File: config.mk
export PLATFORM = sky130hd
export DESIGN_NAME = uart_result_tx
export DESIGN_NICKNAME = d
export VERILOG_FILES = /design/src/rtl/uart_result_tx.sv
export SDC_FILE = /design/constraint.sdc
export NUM_CORES = 1
export LEC_CHECK = 0
export CORE_MARGIN = 2
export CORE_UTILIZATION = 50
export CTS_CLUSTER_SIZE = 24
export DETAILED_ROUTE_END_ITERATION = 12
export HOLD_SLACK_MARGIN = 0.06
export PLACE_DENSITY_LB_ADDON = 0.25
export SLEW_MARGIN = 20
export SYNTH_ARGS = -nofsm -noshare
export SYNTH_HDL_FRONTEND = slang
export SYNTH_SLANG_ARGS = --single-unit
File: constraint.sdc
create_clock -name clk -period 2.6 [get_ports clk]
set_clock_uncertainty 0.15 [all_clocks]
set_input_delay 0.39 -clock clk [delete_from_list [all_inputs] [get_ports clk]]
set_output_delay 0.39 -clock clk [all_outputs]
set_load 0.01 [all_outputs]
File: src/rtl/uart_result_tx.sv
// uart_result_tx: buffers memory-stage stores in a small FIFO and streams each
// one out as a 3-byte 8N1 UART record {addr, data[15:8], data[7:0]}.
// Writes are never back-pressured; a store arriving while the FIFO is full is
// dropped and flagged by a one-cycle overflow pulse.
module uart_result_tx #(
    parameter int CLKS_PER_BIT = 868,
    parameter int FIFO_DEPTH   = 4
) (
    input  logic                          clk,
    input  logic                          reset,
    input  logic                          wr_en,
    input  logic [3:0]                    wr_addr,
    input  logic [15:0]                   wr_data,
    output logic                          tx,
    output logic                          busy,
    output logic                          fifo_full,
    output logic                          overflow,
    output logic [$clog2(FIFO_DEPTH):0]   fifo_count
);

    localparam int PTR_W  = $clog2(FIFO_DEPTH);
    localparam int CNT_W  = PTR_W + 1;
    localparam int BAUD_W = (CLKS_PER_BIT > 1) ? $clog2(CLKS_PER_BIT) : 1;

    localparam logic [CNT_W-1:0]  DEPTH_C   = CNT_W'(FIFO_DEPTH);
    localparam logic [BAUD_W-1:0] BAUD_LAST = BAUD_W'(CLKS_PER_BIT - 1);

    typedef enum logic [1:0] {
        IDLE  = 2'd0,
        START = 2'd1,
        DATA  = 2'd2,
        STOP  = 2'd3
    } state_t;

    // FIFO storage and control
    logic [19:0]       mem_q [FIFO_DEPTH];
    logic [PTR_W-1:0]  wr_ptr_q;
    logic [PTR_W-1:0]  rd_ptr_q;
    logic [CNT_W-1:0]  count_q;
    logic [CNT_W-1:0]  count_d;
    logic              overflow_q;
    logic              push;
    logic              pop;
    logic [19:0]       head;

    // Transmitter state
    state_t            state_q;
    logic [BAUD_W-1:0] baud_q;
    logic [2:0]        bit_idx_q;
    logic [1:0]        byte_idx_q;
    logic [7:0]        shift_q;
    logic [15:0]       data_q;
    logic              tx_q;
    logic [7:0]        next_byte;

    // Fullness is judged on the registered count, so a pop on the same edge
    // never rescues a write that arrives while full.
    assign fifo_full = (count_q == DEPTH_C);
    assign push      = wr_en & ~fifo_full;
    assign pop       = (state_q == IDLE) & (count_q != '0);
    assign head      = mem_q[rd_ptr_q];
    assign next_byte = (byte_idx_q == 2'd0) ? data_q[15:8] : data_q[7:0];

    // Occupancy update: simultaneous push and pop cancel out.
    always_comb begin
        count_d = count_q;
        case ({push, pop})
            2'b10:   count_d = count_q + 1'b1;
            2'b01:   count_d = count_q - 1'b1;
            default: count_d = count_q;
        endcase
    end

    // FIFO pointers, occupancy and the registered overflow pulse.
    always_ff @(posedge clk or posedge reset) begin
        if (reset) begin
            wr_ptr_q   <= '0;
            rd_ptr_q   <= '0;
            count_q    <= '0;
            overflow_q <= 1'b0;
        end else begin
            if (push) wr_ptr_q <= wr_ptr_q + 1'b1;
            if (pop)  rd_ptr_q <= rd_ptr_q + 1'b1;
            count_q    <= count_d;
            overflow_q <= wr_en & fifo_full;
        end
    end

    // Record storage; contents need no reset because the pointers gate access.
    always_ff @(posedge clk) begin
        if (push) mem_q[wr_ptr_q] <= {wr_addr, wr_data};
    end

    // UART framing FSM: baud counter restarts on every state entry so each
    // bit lasts exactly CLKS_PER_BIT cycles; STOP chains straight into the
    // next START within a record.
    always_ff @(posedge clk or posedge reset) begin
        if (reset) begin
            state_q    <= IDLE;
            baud_q     <= '0;
            bit_idx_q  <= '0;
            byte_idx_q <= '0;
            shift_q    <= '0;
            data_q     <= '0;
            tx_q       <= 1'b1;
        end else begin
            case (state_q)
                IDLE: begin
                    baud_q <= '0;
                    tx_q   <= 1'b1;
                    if (pop) begin
                        data_q     <= head[15:0];
                        shift_q    <= {4'h0, head[19:16]};
                        byte_idx_q <= 2'd0;
                        bit_idx_q  <= 3'd0;
                        tx_q       <= 1'b0;
                        state_q    <= START;
                    end
                end
                START: begin
                    if (baud_q == BAUD_LAST) begin
                        baud_q    <= '0;
                        bit_idx_q <= 3'd0;
                        tx_q      <= shift_q[0];
                        state_q   <= DATA;
                    end else begin
                        baud_q <= baud_q + 1'b1;
                    end
                end
                DATA: begin
                    if (baud_q == BAUD_LAST) begin
                        baud_q <= '0;
                        if (bit_idx_q == 3'd7) begin
                            tx_q    <= 1'b1;
                            state_q <= STOP;
                        end else begin
                            shift_q   <= {1'b0, shift_q[7:1]};
                            tx_q      <= shift_q[1];
                            bit_idx_q <= bit_idx_q + 1'b1;
                        end
                    end else begin
                        baud_q <= baud_q + 1'b1;
                    end
                end
                STOP: begin
                    if (baud_q == BAUD_LAST) begin
                        baud_q <= '0;
                        if (byte_idx_q != 2'd2) begin
                            byte_idx_q <= byte_idx_q + 1'b1;
                            shift_q    <= next_byte;
                            tx_q       <= 1'b0;
                            state_q    <= START;
                        end else begin
                            tx_q    <= 1'b1;
                            state_q <= IDLE;
                        end
                    end else begin
                        baud_q <= baud_q + 1'b1;
                    end
                end
                default: begin
                    tx_q    <= 1'b1;
                    state_q <= IDLE;
                end
            endcase
        end
    end

    assign tx         = tx_q;
    assign overflow   = overflow_q;
    assign fifo_count = count_q;
    assign busy       = (state_q != IDLE) | (count_q != '0);

endmodule

==> run metrics <==
Crit. End Element=output pin; commonest non-fill, non-tap cell in the layout=edfxtp_1; Pwr Total=about 5.6 mW; CP Data Required Time=2.06 ns; WL/cell=17.22 um; largest net degree at the start of global routing=27; crit path time final=2.482 ns; Slew headroom=between 50 and 60%; number of flops mapped to enable cells by yosys=80; Hold Fails Final Rpt=0; Max VDD drop=around 540 uV; CP max FO=6; RSZ-0062 raised after global routing=no; synthesis-stage register bit count=130; slowest CP cell=or4b_4; via density per instance=5.394; Mapped Area=about 5500 um^2; most frequent cells in the layout=80 x edfxtp_1, 60 x nand2_1, 49 x dfrtp_1; clock root buffer=clkbuf_8; setup_tns=0 ns; antenna-violating nets left=0; global-route wire length before repair=16320 um; Filler Cells Inserted=roughly 790; DP Area=between 6000 and 7000 um^2; CTS max path bufs=2; Fmax achieved=between 0.4 and 0.5 GHz; main flop type after synthesis=edfxtp_1; # setup viols final=0; CP delay by family, top=simple AND/OR/NAND/NOR gates; layout cells sized above 1=22.61%; routability cong.=between 0.8 and 0.9; # IOs=30; CTS tree=done; Die ar.=11860 um^2; Power Density=around 840 nW/um^2; diode count=0; Initial DRC Count=151; Design Area, Final=about 6600 um^2; synth warn=0; Synth async-reset ratio=between 30% and 40%; htree depth=4; chip width=108.9 um; CTS clk-pin slew, worst paths=0.06 ns; crit path kind=flip-flop to output pin; CTS Buf Count=17; sequential fraction of the synthesis area=about two thirds; kind of start point of the critical path=flip-flop; GR Util All Layers=19.16%; # DRC=0; IO Port Bufs=29; Core Box Area=10790 um^2; Critical Path Max Stage Delay=0.51 ns; utilization after layout=61.49%; CP bufs+invs=2; Nets=456; Worst Hold Class=input port to async pin; drt first pass iters=4; initial antenna violation count=0; synth unique cells=43; Arr. time, crit path=a little under 2 ns; Worst Max-Slew Pin Slew=0.6270 ns; Leak Pwr=2.622 nW; Mapped Nets=slightly above 400; Clock Latency Late Sink=~0.53 ns; count of pins over their slew limit=0; syn_area_per_cell=15.04 um^2; clock sink total=130; Rows=38; vias=3069; DRT Wirelength=9801 um; initial core utilization=51.00%; DIE HEIGHT=about 110 um; worst-path cell chain=inv_2 > ha_1 > or4b_4 > clkdlybuf4s15_1; status=complete, no violations; fin crit share=95.45%; vias in the first global route=between 3000 and 4000; area delta synth->final=20.57%; Post-DP HPWL=slightly above 6000 um; Cells after Synth=366; GR Overflow Total=0; number of max-cap violations=0
[cells by family (layout without fill, tap and decap cells)]
family	count (synthesis)	in the layout	share of synthesized area [%]
mux	42	42	12.59
flops	130	130	66.40
buf+inv	36	99	2.637
compound gates	27	27	3.910
xor+xnor	14	14	2.228
fa+ha+maj	17	17	4.001
simple gates	100	100	8.229
[metrics by stage]
| step | hold slack (ns) | worst slack [ns] | instances |
|---|---|---|---|
| floorplan | 0.2901 | 0.09684 | 366 |
| global placement | 0.3125 | 0.1766 | 535 |
| detailed placement | 0.3115 | 0.1345 | 535 |
| CTS | 0.08687 | 0.009556 | 568 |
| global route | 0.1082 | 0.009946 | 569 |
| finish | 0.09503 | 0.1183 | 569 |
[cell type report]
class | count | area (um^2) | share of cell area [%]
clock buffer | 17 | 414.1 | 6.241
clock inverter | 15 | 170.2 | 2.564
inverter | 22 | 82.58 | 1.244
multi-input combinational | 200 | 1717 | 25.87
sequential | 130 | 3655 | 55.07
tap | 140 | 175.2 | 2.640
timing repair buffer | 45 | 422.9 | 6.373
[cell usage after synthesis, drive strengths merged, types with 2 or more instances]
cell type,count,share of area (%)
mux4,20,8.2
buf,5,0.52
nand4,4,0.45
a211oi,4,0.86
nand2,60,4.1
or2,2,0.23
mux2i,4,0.73
nor2,15,1.0
inv,21,1.4
ha,16,3.6
mux2,18,3.7
o31ai,2,0.36
xor2,8,1.3
dfrtp,49,22
a22oi,4,0.55
a21o,2,0.27
or3,2,0.41
edfxtp,80,44
o21ai,7,0.64
nand3,3,0.27
clkbuf,9,0.61
xnor2,6,0.95
and3,7,0.80
a22o,3,0.48
o211ai,2,0.27
[state kept, by name (all words and copies together) (netlist names), 3 cells and up]
name	count
mem_q	80
bit_idx_q	3
baud_q	10
data_q	16
fifo_count	3
shift_q	8
[what timing repair did]
action	4_1_cts	5_1_grt
setup buffers	1	1
hold buffers	0	0
endpoints found under the setup margin	1	1
resized for setup	4	1
[report_power, final]
part / switching (mW) / leakage (nW) / internal, mW
Clock: 0.946 / 0.278 / 1.39
Sequential: 0.0974 / 1.35 / 2.52
Combinational: 0.361 / 0.994 / 0.285
Total: 1.40 / 2.62 / 4.20
[routing by layer]
metal | global-route usage [%] | routed length, um | vias to the layer above
met5 | 0 | 0 | -
met4 | 9.432 | 244 | 0
met3 | 6.396 | 371 | 20
met2 | 30.35 | 4967 | 56
met1 | 23.68 | 4217 | 1559
li1 | - | - | 1434
[final timing paths]
check / end / start / slack [ns] / cells after the start
max: busy / state_q[0] / 0.12 / 4
min: overflow / reset / 0.1 / 2
max reg2reg: shift_q[3] / baud_q[4] / 0.21 / 4
min reg2reg: data_q[8] / data_q[8] / 0.32 / 2
max in group asynchronous: tx / reset / 1.60 / 3
min in group clk: data_q[8] / data_q[8] / 0.32 / 2
Note: power is estimated with default switching activity, not from simulation.
==> RTL edit, RTL diff (config.mk and constraints unchanged) <==
Change the parameter `FIFO_DEPTH` from 4 to 2.
--- a/src/rtl/uart_result_tx.sv
+++ b/src/rtl/uart_result_tx.sv
@@ -4,7 +4,7 @@
 // dropped and flagged by a one-cycle overflow pulse.
 module uart_result_tx #(
     parameter int CLKS_PER_BIT = 868,
-    parameter int FIFO_DEPTH   = 4
+    parameter int FIFO_DEPTH   = 2
 ) (
     input  logic                          clk,
     input  logic                          reset,
Ports: changed (resized fifo_count); port bits go from 30 to 29. The function was not compared with the original's and may differ.
==> RTL edit against the unedited design <==
- setup slack better by 0.033 ns
- routed wire length fell by 40%
- cell area decreased by 33%
- total power fell by 13%
- synthesized area fell by 31%
- sequential cell count shrank 43
- synthesized cell count down 22%
- first-iteration DRC count rose by 6.0%
- final cell count fell by 25%
- sequential power down 19%
==> RTL edit: results (changes against the unedited design) <==
[outcome]
status = finished, final reports clean

[power_and_ir_drop]
p_leak_nw = 1.85  ; -29%
ir_drop_v = 0.000696  ; +28%
p_int_mw = 3.29  ; -22%

[clocking]
numCtsBuffers = 9  ; -8
clkLatencyLatePin_ns = 0.35  ; -0.18 ns
root_buffer = clkbuf_8
cts.clk_slew.worst_paths_ns = 0.09  ; +0.03 ns
h-tree-depth = 3  ; -1

[detailed_routing]
drt_iter0_drc = 160  ; +6.0%
wl_per_cell_um = 13.9  ; -20%
via_per_inst = 5.22  ; -3.2%
dr.pass1.iters = 4  ; unchanged

[timing]
worst_slew_pin_slew_ns = 0.566  ; -0.0615 ns
hold_slack_ns = 0.255  ; +0.160 ns
fin_setup_tns_ns = 0  ; unchanged

[setup_path]
worst_path_max_delay_cell = clkdlybuf4s50_1
critPathArrivalTime_ns = 1.91  ; -0.03 ns
r2r_slack_ns = 0.34  ; +0.13 ns
crit_family = buffers and inverters
critPathMaxStageDelay_ns = 0.49  ; -0.02 ns
crit_path_max_fanout = 6  ; unchanged

[logic_synthesis]
yosys_warnings = 0  ; unchanged
synth_mux_area_frac = 0.112  ; -0.0135
ys_top_cells_by_area = edfxtp_1 (32%), dfrtp_1 (30%), mux2i_1 (5.8%)
synth_xor_area_frac = 0.0300  ; +0.00773
synthCells = 286  ; -22%
synth_cell_types = 43  ; unchanged
seq_area_frac_synth = 0.627  ; -0.0372
synthArstFlopShare = 0.540  ; +0.156
synth_compound_area_frac = 0.0775  ; +0.0384
synth_edf_count = 40  ; -50%
synthAdderAreaFrac = 0.0363  ; -0.00374
ys.flop_type = dfrtp_1
synth_common_cells = dfrtp_1 (46), edfxtp_1 (40), mux2i_1 (22), nand2_1 (20), o21ai_0 (20)
synth_nets = 320  ; -21%

[placement]
routabilityCongestion = 0.856  ; +3.4%
dp_cells = 410  ; -23%
place_area_um2 = 4230  ; -30%
numPortBuffers = 28  ; -3.4%
dp_hpwl_mm = 4.07  ; -34%

[global_routing]
grt_pass1_vias = 2134  ; -33%
grt_max_degree = 34  ; +26%
grt_pass1_wl_mm = 10.2  ; -38%
antenna_found_initial = 0  ; unchanged
track_usage = 0.157  ; -0.0345

[finish]
final.fill_count = 595  ; -25%
regMostFlops = mem_q
fin_cells = 426  ; -25%
fin_nets = 356  ; -22%
top_regs = mem_q: 40 flops, data_q: 16 flops, baud_q: 10 flops
layout-drive-gt1-share = 0.135  ; -0.0916

[worst_hold_path]
hold_path.class = in -> async

## RTL edit: metrics by stage
stage	power, mW	worst slack (ns)	utilization
detailed placement	3.88	0.334	0.580
floorplan	3.41	0.445	-
finish	4.88	0.151	0.612
global route	5.24	0.0347	0.612
global placement	3.84	0.412	0.580
CTS	4.92	0.00112	0.611
## RTL edit: path summary, 6_finish.rpt
| check | from | to | depth (start not counted) |
|---|---|---|---|
| worst min register to register | data_q[4] | data_q[4] | 2 |
| worst min-delay path | reset | baud_q[5] | 2 |
| max in group asynchronous | reset | data_q[8] | 3 |
| worst max-delay path | state_q[1] | busy | 5 |
| worst max register to register | baud_q[0] | shift_q[6] | 5 |
| min in group clk | data_q[4] | data_q[4] | 2 |
## RTL edit: layer usage
metal	share of wire	vias to the layer above	routed length, um	track usage
met4	0.014	0	80	0.0530
li1	-	1099	-	-
met3	0.038	6	222	0.0515
met2	0.49	29	2870	0.249
met5	0	-	0	0
met1	0.46	1090	2730	0.205
## RTL edit: power groups by stage
stage / Combinational (mW) / Clock (mW) / Sequential [mW]
floorplan: 1.32 / 0 / 2.09
global placement: 1.69 / 0 / 2.15
detailed placement: 1.73 / 0 / 2.16
CTS: 1.73 / 1.06 / 2.13
global route: 1.94 / 1.12 / 2.18
finish: 1.72 / 1.03 / 2.13
## RTL edit: repair_timing
| action | in CTS | in global routing |
|---|---|---|
| buffers inserted | 0 | 0 |
| endpoints found under the setup margin | 0 | 1 |
| resized for setup | 0 | 3 |
| endpoints found under the hold margin | 0 | 0 |
## RTL edit: area by class of cell
cell class | count | share of cell area
Sequential cell | 87 | 0.533
Inverter | 14 | 0.0118
Clock buffer | 10 | 0.0308
Clock inverter | 6 | 0.0188
Multi-Input combinational cell | 173 | 0.298
Tap cell | 99 | 0.0277
Timing Repair Buffer | 37 | 0.0807
